**src/rtl/fx3_stream_writer.sv**
```systemverilog
// Drains the ADC show-ahead FIFO into the FX3 GPIF II slave-FIFO write port (thread 0),
// framing fixed-size packets and committing a short packet when capture stops.
module fx3_stream_writer #(
  parameter int DATA_WIDTH   = 16,
  parameter int PACKET_WORDS = 8192,
  parameter int SWITCH_GUARD = 4,
  parameter int COUNT_WIDTH  = 14
) (
  input  logic                   clock,
  input  logic                   reset,
  input  logic [DATA_WIDTH-1:0]  fifo_data,
  input  logic                   fifo_empty,
  output logic                   fifo_rd,
  input  logic                   th0_nReady,
  input  logic                   stop_request,
  output logic [DATA_WIDTH-1:0]  fx3_data,
  output logic                   fx3_nWrite,
  output logic                   fx3_nShort,
  output logic [COUNT_WIDTH-1:0] word_count,
  output logic [31:0]            packet_count,
  output logic                   error,
  output logic                   busy
);

  localparam int GUARD_WIDTH = (SWITCH_GUARD < 4) ? 3 : $clog2(SWITCH_GUARD + 1);
  localparam logic [COUNT_WIDTH-1:0] LAST_WORD  = COUNT_WIDTH'(PACKET_WORDS - 1);
  localparam logic [GUARD_WIDTH-1:0] GUARD_LOAD = GUARD_WIDTH'(SWITCH_GUARD);

  typedef enum logic [2:0] {
    IDLE,
    WAIT_READY,
    STREAM,
    SWITCH,
    SHORT,
    STOPPED
  } stateType;

  stateType                state;
  stateType                stateNext;
  logic [GUARD_WIDTH-1:0]  guardCount;
  logic [GUARD_WIDTH-1:0]  guardNext;
  logic [COUNT_WIDTH-1:0]  wordNext;
  logic [31:0]             packetNext;
  logic                    errorNext;
  logic [DATA_WIDTH-1:0]   dataNext;
  logic                    nWriteNext;
  logic                    nShortNext;

  // Reset is gated in so that no FIFO word is consumed and then thrown away by a reset edge.
  assign fifo_rd = (state == STREAM) && !reset && !fifo_empty && !th0_nReady && !stop_request;
  assign busy    = (state != IDLE);

  always_comb begin
    stateNext  = state;
    guardNext  = guardCount;
    wordNext   = word_count;
    packetNext = packet_count;
    errorNext  = error;
    dataNext   = fx3_data;
    nWriteNext = 1'b1;
    nShortNext = 1'b1;

    case (state)
      IDLE: begin
        if (!stop_request) stateNext = WAIT_READY;
      end

      WAIT_READY: begin
        guardNext = '0;
        if (stop_request) begin
          stateNext = (word_count != '0) ? SHORT : STOPPED;
        end else if (!th0_nReady) begin
          stateNext = STREAM;
        end
      end

      STREAM: begin
        if (stop_request) begin
          stateNext = (word_count != '0) ? SHORT : STOPPED;
        end else if (fifo_rd) begin
          dataNext   = fifo_data;
          nWriteNext = 1'b0;
          if (word_count == LAST_WORD) begin
            wordNext   = '0;
            packetNext = packet_count + 32'd1;
            guardNext  = GUARD_LOAD;
            stateNext  = SWITCH;
          end else begin
            wordNext = word_count + COUNT_WIDTH'(1);
          end
        end else if (th0_nReady && (word_count != '0)) begin
          errorNext = 1'b1;
        end
      end

      // Leave early: WAIT_READY plus the first STREAM cycle complete the guard window,
      // so the bus idles for exactly SWITCH_GUARD cycles between packets.
      SWITCH: begin
        if (guardCount <= GUARD_WIDTH'(2)) begin
          guardNext = '0;
          stateNext = stop_request ? STOPPED : WAIT_READY;
        end else begin
          guardNext = guardCount - GUARD_WIDTH'(1);
        end
      end

      SHORT: begin
        packetNext = packet_count + 32'd1;
        wordNext   = '0;
        stateNext  = STOPPED;
      end

      STOPPED: begin
        if (!stop_request) stateNext = IDLE;
      end

      default: stateNext = IDLE;
    endcase

    // The short strobe is registered, so it is raised on the edge that enters SHORT.
    if (stateNext == SHORT) nShortNext = 1'b0;
  end

  always_ff @(posedge clock) begin
    if (reset) begin
      state        <= IDLE;
      guardCount   <= '0;
      word_count   <= '0;
      packet_count <= '0;
      error        <= 1'b0;
      fx3_data     <= '0;
      fx3_nWrite   <= 1'b1;
      fx3_nShort   <= 1'b1;
    end else begin
      state        <= stateNext;
      guardCount   <= guardNext;
      word_count   <= wordNext;
      packet_count <= packetNext;
      error        <= errorNext;
      fx3_data     <= dataNext;
      fx3_nWrite   <= nWriteNext;
      fx3_nShort   <= nShortNext;
    end
  end

endmodule
```
**config.mk**
```make
export PLATFORM = sky130hd
export DESIGN_NAME = fx3_stream_writer
export DESIGN_NICKNAME = d
export VERILOG_FILES = /design/src/rtl/fx3_stream_writer.sv
export SDC_FILE = /design/constraint.sdc
export NUM_CORES = 1
export LEC_CHECK = 0
export CORE_ASPECT_RATIO = 0.9
export CORE_UTILIZATION = 52
export CTS_BUF_LIST = sky130_fd_sc_hd__clkbuf_16
export DETAILED_ROUTE_END_ITERATION = 16
export PLACE_DENSITY_LB_ADDON = 0.12
export SKIP_CTS_REPAIR_TIMING = 1
export SYNTH_ARGS = -nofsm -noshare
export SYNTH_HDL_FRONTEND = slang
export SYNTH_SLANG_ARGS = --single-unit
```
**constraint.sdc**
```tcl
create_clock -name clock -period 7.1 [get_ports clock]
set_input_delay 0.71 -clock clock [delete_from_list [all_inputs] [get_ports clock]]
set_output_delay 0.71 -clock clock [all_outputs]
set_load 0.005 [all_outputs]
```
## Yosys cells after proc, flatten, opt, wreduce, memory -nomap -nowiden

Index checks and enable logic that the tools add are counted.

- Flip-flop bits (word level): 71
- Bits in latches: 0
- Bits in writable memories: 0
- Bits in read-only memories: 0
- Bits of input ports: 21
- Output and inout bits: 67
- Memories kept: 0

- Add/sub/neg operators: 3
- Multiply operators: 0
- Div/mod/pow operators: 0
- Order comparisons: 1
- Equal/unequal tests: 10
- Shift-type cells: 0
- Muxes and demuxes: 26
- Bitwise gates (word level): 3
- Reduce and logical (&&, ||, !) cells: 20

Operator list:

| cell | number |
|---|---|
| 32-bit 2-to-1 mux | 3 |
| 32-bit case mux with 2 select lines | 1 |
| 14-bit 2-to-1 mux | 3 |
| 3-bit 2-to-1 mux | 13 |
| 32-bit by 1-bit adder with 32-bit output, second input constant | 1 |
| 14-bit case mux with 2 select lines | 1 |
| 3-bit case mux with 6 select lines | 1 |
| 14-bit by 1-bit adder with 14-bit output, second input constant | 1 |
| 14-bit by 13-bit equality test with 1-bit output, second input constant | 1 |
| 14-bit nonzero test | 1 |
| 4-bit AND reduction | 3 |
| 3-bit equality test, second input constant | 3 |
| 3-bit case mux with 3 select lines | 1 |
| 3-bit by 2-bit equality test with 1-bit output, second input constant | 2 |
| 3-bit AND reduction | 2 |
| 3-bit nonzero test | 2 |
| 1-bit logical AND | 5 |
| 1-bit zero test | 4 |
| 2-bit != test, second input constant | 2 |
| 3-bit by 1-bit equality test with 1-bit output, second input constant | 1 |
| 3-bit by 2-bit less-or-equal comparator with 1-bit output, second input constant | 1 |
| 3-bit zero test | 1 |
| 1-bit 2-to-1 mux | 3 |
| 1-bit NOT | 3 |
| 4 further kinds | 4 |

## Depth between registers and ports, before layout

Gate-level depths: netlist (run 1).

- Word-level depth: 10
- Gate-level depth with buffers: 8
- Depth with buffers taken out: 7

## Worst setup path after synthesis (run 1)

Ideal clock, no wire load.

- Kind: input port to output port
- From: input port stop_request
- To: output port fifo_rd
- Arrival: 1.959 ns
- Setup slack: 4.431 ns
- Cell stages on the path: 6
- Cells stage by stage: clkbuf_1 nor4_1 nand2_1 inv_1 clkbuf_1 clkbuf_1

- Cells in the longest elaborated chain, start to end: 2

RTL lines:

| item | line | RTL |
|---|---|---|
| start: declaration | 15 | `input logic stop_request,` |
| 1-bit zero test | -- |  |
| 1-bit logical AND | 50 | `assign fifo_rd = (state == STREAM) && !reset && !fifo_empty && !th0_nReady && !stop_request;` |
| end: declaration | 13 | `output logic fifo_rd,` |

No other way between the ends.

## Worst setup path in the final report (run 1)

Ends and elaborated chain as after synthesis.

==> implementation parameters, run 1 <==
Parameter                              Value

Critical path
  CP dominant cell by count    clkdlybuf4s50_1
  Critical Path Fanout Max    21
  Crit path kind    primary input to primary output
  Largest delay contributor family on the critical path    buffers and inverters
  Master of the slowest instance on the critical path    inv_1
  Endpoint type of the worst setup path    primary output
  Critical path arrival    3580 ps
  Startpoint type of the worst setup path    primary input
  Worst Path Buf+Inv    3
  Max stage delay on crit path    700 ps
  Data required time at the worst endpoint    6390 ps
  Series of cell instances along the critical path    clkdlybuf4s50_1 > nor4_1 > nand2_1 > inv_1 > clkdlybuf4s50_1

Synthesis
  Yosys reg bits    71
  Count of flip-flops with a built-in enable after synthesis    0
  Proportion of synthesized chip area in sequential cells    0.422
  Main area contributors after synthesis    dfxtp_1 (42%), xor2_1 (5.7%), nand2_1 (5.6%)
  Post-synthesis cell type with the largest combined area    dfxtp_1
  Number of nets produced by synthesis    431
  Mean Syn Cell Area    8.31 um^2
  Main flop type after synthesis    dfxtp_1
  Post-Synthesis Cells    405
  Post-Syn Area    3370 um^2
  Count of yosys warnings during synthesis    0
  Yosys cell types    49
  Area fraction of the dominant cell type after synthesis    0.422
  Share of async-settable or async-resettable flops after synthesis    0

Finish
  Post-layout nets    507
  Final Util    0.748
  Fraction of layout cells with a size suffix above 1    0.0535
  Number of antenna diodes    0
  Final design area excluding fillers    4620 um^2
  Area growth from synthesis to layout    37.3%
  Final std cells w/o fill    573

Power and ir drop
  Switching part of the total    0.196
  Comb power frac    0.047
  Leakage    0.00171 uW
  Total net switching power    195 uW
  Sequential cell fraction of total power    0.407
  Largest vdd supply drop    0.000160 V
  Clock power share    0.545
  Power density relative to cell area    215 nW/um^2
  Internal Power    800 uW

Clock network
  Insertion delay of the later-clocked pin in the worst-skew pair    330 ps
  CTS Buf Count    9
  Clock buffer depth    2
  Number of sinks driven by the clock tree    71
  CTS clk-pin slew, worst paths    50 ps
  Cell at the root of the clock tree    clkbuf_16
  Clock tree from TritonCTS    yes
  Number of levels the H-tree was split into    3

Outcome
  Outcome    finished, final reports clean

Timing
  Share of the cycle needed by the critical path after routing    0.605
  Final Setup Violations    0
  Final Hold Viols    0
  Slew at the pin closest to its max-slew limit    1050 ps
  Highest Clock Rate    233 MHz
  Headroom to the max-slew limit    0.297
  Count of pins over their slew limit    0
  Unrepaired setup endpoints after global routing    no
  Fin Clk Skew    4.55 ps
  Final setup margin    2810 ps
  Final-layout setup total negative slack    0 ps
  Post-route minimum period    4290 ps

Die
  Area of the core    6180 um^2
  Die Span Y    78.3 um
  Die extent in x    86.8 um
  Ports    88
  Floorplan row count    27
  Initial standard-cell utilization of the core    0.545
  Die footprint    6800 um^2

Global routing
  Pin count of the biggest net entering global routing    64
  Sum of overflow across all layers after global routing    0
  Vias in the first global route    2,964
  Initial antenna violation count    0
  Wire length of the first global-routing pass    13,600 um
  Global Route Usage Sum    0.250

Routing
  Total vias in the final route    3,212
  Avg WL per Cell    14.2 um
  Vias per Instance    5.61
  Post-DRT Antenna Nets    0
  Post-detailed-routing wire length    8130 um
  1st-pass router iterations    5
  Initial DRC count    218
  DRC    0

Placed design
  Detailed Place HPWL    5270 um
  Worst setup timing slack at the placement stage    2940 ps
  Gp weighted congestion    0.794
  Cell area after placement    4260 um^2
  Total of buffers placed on input and output ports    87
  Total placed cells including tap cells    557

Run
  Max Cap Violations    0

Min path
  Worst min path class    flop to flop
[kinds of logic (layout without fill, tap and decap cells)]
logic type,after synthesis,count (layout),share of synthesized area
AO/OA/AOI/OAI,54,54,0.105
XOR/XNOR,27,27,0.0702
adder cells (fa/ha/maj),5,5,0.0186
buffers and inverters,36,117,0.0405
flip-flops,71,71,0.422
multiplexers,1,1,0.00334
AND/OR/NAND/NOR,211,211,0.340
[final cells by class]
class                   count  area, um^2
clock buffers               9         225
clock inverters             7         135
fillers                   474        1560
inverters                  13        48.8
multi-input cells         298        1810
flip-flops and latches     71        1420
well taps                  87         109
repair buffers             88         873
[worst paths after layout]
path / from / cells past startpoint / slack (ps) / to
setup / recovery: stop_request / 5 / 2810 / fifo_rd
hold / removal: fx3_data[9] / 2 / 470 / fx3_data[9]
hold reg to reg: fx3_data[9] / 2 / 470 / fx3_data[9]
setup reg to reg: state[1] / 5 / 3920 / packet_count[29]
[cells in the mapped netlist, types with 4 or more instances]
library cell / count
o21ai_0: 9
nor4_1: 5
and2_1: 4
nand3_1: 17
ha_1: 5
nor2_1: 43
xor2_1: 22
or3_1: 8
and3_1: 6
nand3b_1: 16
inv_1: 13
nand4_1: 21
clkbuf_1: 19
nor3_1: 10
or4_1: 8
dfxtp_1: 71
a21oi_1: 23
nand2_1: 50
o31ai_1: 7
nor3b_1: 4
xnor2_1: 5
[power groups by stage]
stage	logic [uW]	registers (uW)	clock network [uW]
floorplan	28.7	411	0
global placement	45.3	414	0
detailed placement	46.1	414	0
CTS	47.0	405	551
global route	51.3	406	568
finish	47.1	406	543
[worst reg2reg max path, stage by stage (launching register included)]
cell	delay, ps
dfxtp_1	540
nor3b_1	510
a21o_1	890
nand2_2	380
or4_1	600
a21oi_1	180
[cells in the final DEF, fill, tap and decap left out, types with 2 or more instances in the layout]
| cell type | count |
|---|---|
| and3_1 | 6 |
| nand3b_1 | 16 |
| ha_1 | 5 |
| xor2_1 | 22 |
| inv_1 | 13 |
| nor4b_1 | 2 |
| and4_1 | 2 |
| nand4_1 | 21 |
| nand2_1 | 50 |
| clkinv_2 | 3 |
| nor3_1 | 10 |
| a21oi_1 | 23 |
| clkdlybuf4s50_1 | 86 |
| or4_1 | 8 |
| o21ai_0 | 9 |
| and2_1 | 4 |
| nand3_2 | 2 |
| xnor2_1 | 5 |
| clkbuf_16 | 9 |
| nand3_1 | 17 |
| nand4b_1 | 3 |
| nor2b_1 | 3 |
| o31ai_1 | 7 |
| nand4_2 | 2 |
| nor4_1 | 5 |
| dfxtp_1 | 71 |
| bufinv_16 | 4 |
| nor3b_1 | 4 |
| nor2_1 | 43 |
| a31oi_1 | 2 |
| or3_1 | 8 |
[per-stage QoR]
step                      hold WS, ps  total power (uW)
after floorplan                   461               440
after global placement            467               459
after detailed placement          462               460
after CTS                         474              1000
after global routing              495              1030
final                             471               996
[state kept, by name (all words and copies together), names as in the netlist]
signal,flops
fx3_nShort,1
guardCount,3
fx3_data,16
packet_count,32
error,1
word_count,14
fx3_nWrite,1
state,3
[layer usage]
metal,wire length [um],part of all wire,vias up,GRT usage
met2,4070,0.50,83,0.417
li1,-,-,1586,-
met4,64,0.0079,0,0.0683
met1,3650,0.45,1539,0.316
met3,342,0.042,4,0.0694
met5,0,0,-,0
Power figures use the tool's default switching activity.
==> run 2, diff against run 1 <==
--- a/config.mk
+++ b/config.mk
@@ -6,7 +6,7 @@
 export NUM_CORES = 1
 export LEC_CHECK = 0
 export CORE_ASPECT_RATIO = 0.9
-export CORE_UTILIZATION = 52
+export CORE_UTILIZATION = 49
 export CTS_BUF_LIST = sky130_fd_sc_hd__clkbuf_16
 export DETAILED_ROUTE_END_ITERATION = 16
 export PLACE_DENSITY_LB_ADDON = 0.12
==> constraint.sdc (replaced) <==
create_clock -name clock -period 4.3 [get_ports clock]
set_input_delay 0.43 -clock clock [delete_from_list [all_inputs] [get_ports clock]]
set_output_delay 0.43 -clock clock [all_outputs]
set_load 0.005 [all_outputs]
==> run 2 against run 1 <==
Effect of this change:
- total power rose by 38%
- first-iteration DRC count fell by 37%
- die area rose by 6.0%
- sequential share of layout area rose by 0.54 points
- hold slack improved by 1.1 ps
- setup slack got worse by 1600 ps
- critical path depth fell by 1
- clock skew barely moved
- critical endpoint unchanged
==> implementation parameters, run 2 (synthesized netlist as in run 1, its figures left out) <==
Parameter                              Value

Outcome
  Outcome    finished, final reports clean

Timing
  Post-route minimum period    3080 ps
  Highest Clock Rate    324 MHz
  Final setup margin    1220 ps (-1590 ps)
  Slew at the pin closest to its max-slew limit    859 ps (-195 ps)
  Minimum hold slack    473 ps (+1.09 ps)
  Final-layout setup total negative slack    0 ps (unchanged)
  Unrepaired setup endpoints after global routing    no
  Share of the cycle needed by the critical path after routing    0.717
  Count of pins over their slew limit    0 (unchanged)
  Final Setup Violations    0 (unchanged)
  Headroom to the max-slew limit    0.422 (+0.125)
  Fin Clk Skew    4.75 ps (+0.195 ps)
  Final Hold Viols    0 (unchanged)

Placed design
  Gp weighted congestion    0.905 (+14%)
  Worst setup timing slack at the placement stage    1230 ps (-1710 ps)
  Total placed cells including tap cells    563 (+1.1%)
  Detailed Place HPWL    5430 um (+3.0%)
  Total of buffers placed on input and output ports    87 (unchanged)

Die
  Die Span Y    80.6 um (+2.9%)
  Die footprint    7210 um^2 (+6.0%)
  Floorplan row count    28 (+3.7%)
  Ports    88 (unchanged)
  Area of the core    6620 um^2 (+7.1%)
  Die extent in x    89.4 um (+2.9%)
  Initial standard-cell utilization of the core    0.509 (-0.0361)

Finish
  Flip-flop count of the largest register, all copies and words added    32 (unchanged)
  Registers with the most flip-flops    packet_count (32), fx3_data (16), word_count (14)
  Most common cell after layout, fill and taps aside    clkdlybuf4s50_1
  Filler cells    549 (+16%)
  Fraction of layout cells with a size suffix above 1    0.0512 (-0.00227)
  Area growth from synthesis to layout    34.9%
  Number of antenna diodes    0 (unchanged)
  Most used cells in the layout excluding fill and tap cells    clkdlybuf4s50_1 (86), dfxtp_1 (71), nand2_1 (50)
  Register bank with the most flops    packet_count
  Post-layout nets    510 (+0.59%)
  Final std cells w/o fill    578 (+0.87%)

Critical path
  Endpoint type of the worst setup path    primary output
  Data required time at the worst endpoint    3870 ps (-2520 ps)
  Master of the slowest instance on the critical path    nand2_1
  Max stage delay on crit path    560 ps (-140 ps)
  Startpoint type of the worst setup path    flop
  Critical Path Fanout Max    20 (-4.8%)
  Crit path kind    flop to primary output
  Critical path arrival    2650 ps (-930 ps)
  Series of cell instances along the critical path    nor3b_1 > nand2_1 > inv_1 > clkdlybuf4s50_1

Routing
  Avg WL per Cell    13.9 um (-2.2%)
  Post-DRT Antenna Nets    0 (unchanged)
  Post-detailed-routing wire length    8030 um (-1.3%)
  1st-pass router iterations    4 (-1)
  Total vias in the final route    3,178 (-1.1%)
  DRC    0 (unchanged)
  Vias per Instance    5.50 (-1.9%)
  Initial DRC count    138 (-37%)

Power and ir drop
  Leakage    0.00167 uW (-2.3%)
  Largest vdd supply drop    0.000242 V (+51%)
  Power density relative to cell area    304 nW/um^2 (+41%)

Global routing
  Met3 track demand over resource    0.0812 (+0.0118)
  Met2 track demand over resource in global routing    0.395 (-0.0219)
  GRT met1 Usage    0.282 (-0.0335)
  Wire length of the first global-routing pass    13,000 um (-4.2%)
  Sum of overflow across all layers after global routing    0 (unchanged)
  Pin count of the biggest net entering global routing    63 (-1.6%)
  Peak-usage layer in the global routing report    met2
  Vias in the first global route    2,958 (-0.20%)
  Global Route Usage Sum    0.234 (-0.0167)
  Initial antenna violation count    0 (unchanged)

Clock network
  Insertion delay of the later-clocked pin in the worst-skew pair    320 ps (about the same)
  Clock tree from TritonCTS    yes
  CTS Buf Count    9 (unchanged)
  Clock buffer depth    2 (unchanged)
  Number of levels the H-tree was split into    3 (unchanged)
  Cell at the root of the clock tree    clkbuf_16
  CTS clk-pin slew, worst paths    50 ps (about the same)
  Number of sinks driven by the clock tree    71 (unchanged)

Min path
  Worst min path class    flop to flop

Run
  Max Cap Violations    0 (unchanged)
run 2: changes by cell type in the layout (fill, tap and decap cells not counted), sizes merged:
cell / change
bufinv: -4
buf: +3
clkinv: +2
clkinvlp: +1
run 2: path summary, 6_finish.rpt:
check,start,endpoint,slack (ps),cells after the start
hold reg to reg,fx3_data[5],fx3_data[5],470,2
setup / recovery,state[1],fifo_rd,1220,4
hold / removal,fx3_data[5],fx3_data[5],470,2
setup reg to reg,state[1],packet_count[29],1500,5
run 2: layer usage:
| layer | wire (um) | vias to the layer above |
|---|---|---|
| met2 | 3950 | 86 |
| met3 | 417 | 9 |
| met1 | 3590 | 1490 |
| li1 | - | 1593 |
| met5 | 0 | - |
| met4 | 71 | 0 |
run 2: where the power goes:
part	switching (uW)	internal, uW	total [uW]
sequential	7.09	662	670
clock	252	378	630
combinational	39.5	38.9	78.5
total	299	1080	1380
run 2: critical path: cells and delay by family (launching register included):
kind,cells,cell delay [ps]
AND/OR/NAND/NOR,2,1060
flip-flops,1,550
buffers and inverters,2,720
run 2: stage by stage:
step	util	power, uW	area (um^2)
after floorplan	-	726	3370
after global placement	0.648	760	4290
after detailed placement	0.648	761	4290
after CTS	0.686	1400	4540
after global routing	0.686	1440	4540
final	0.686	1380	4540
run 2: area by class of cell:
type                       instances  area, um^2  area share
clock buffer                       9         225      0.0496
clock inverter                     6        28.8     0.00634
inverter                          13        48.8      0.0107
multi-input combinational        298        1810       0.398
sequential                        71        1420       0.313
tap                               90         113      0.0248
timing repair buffer              91         896       0.197
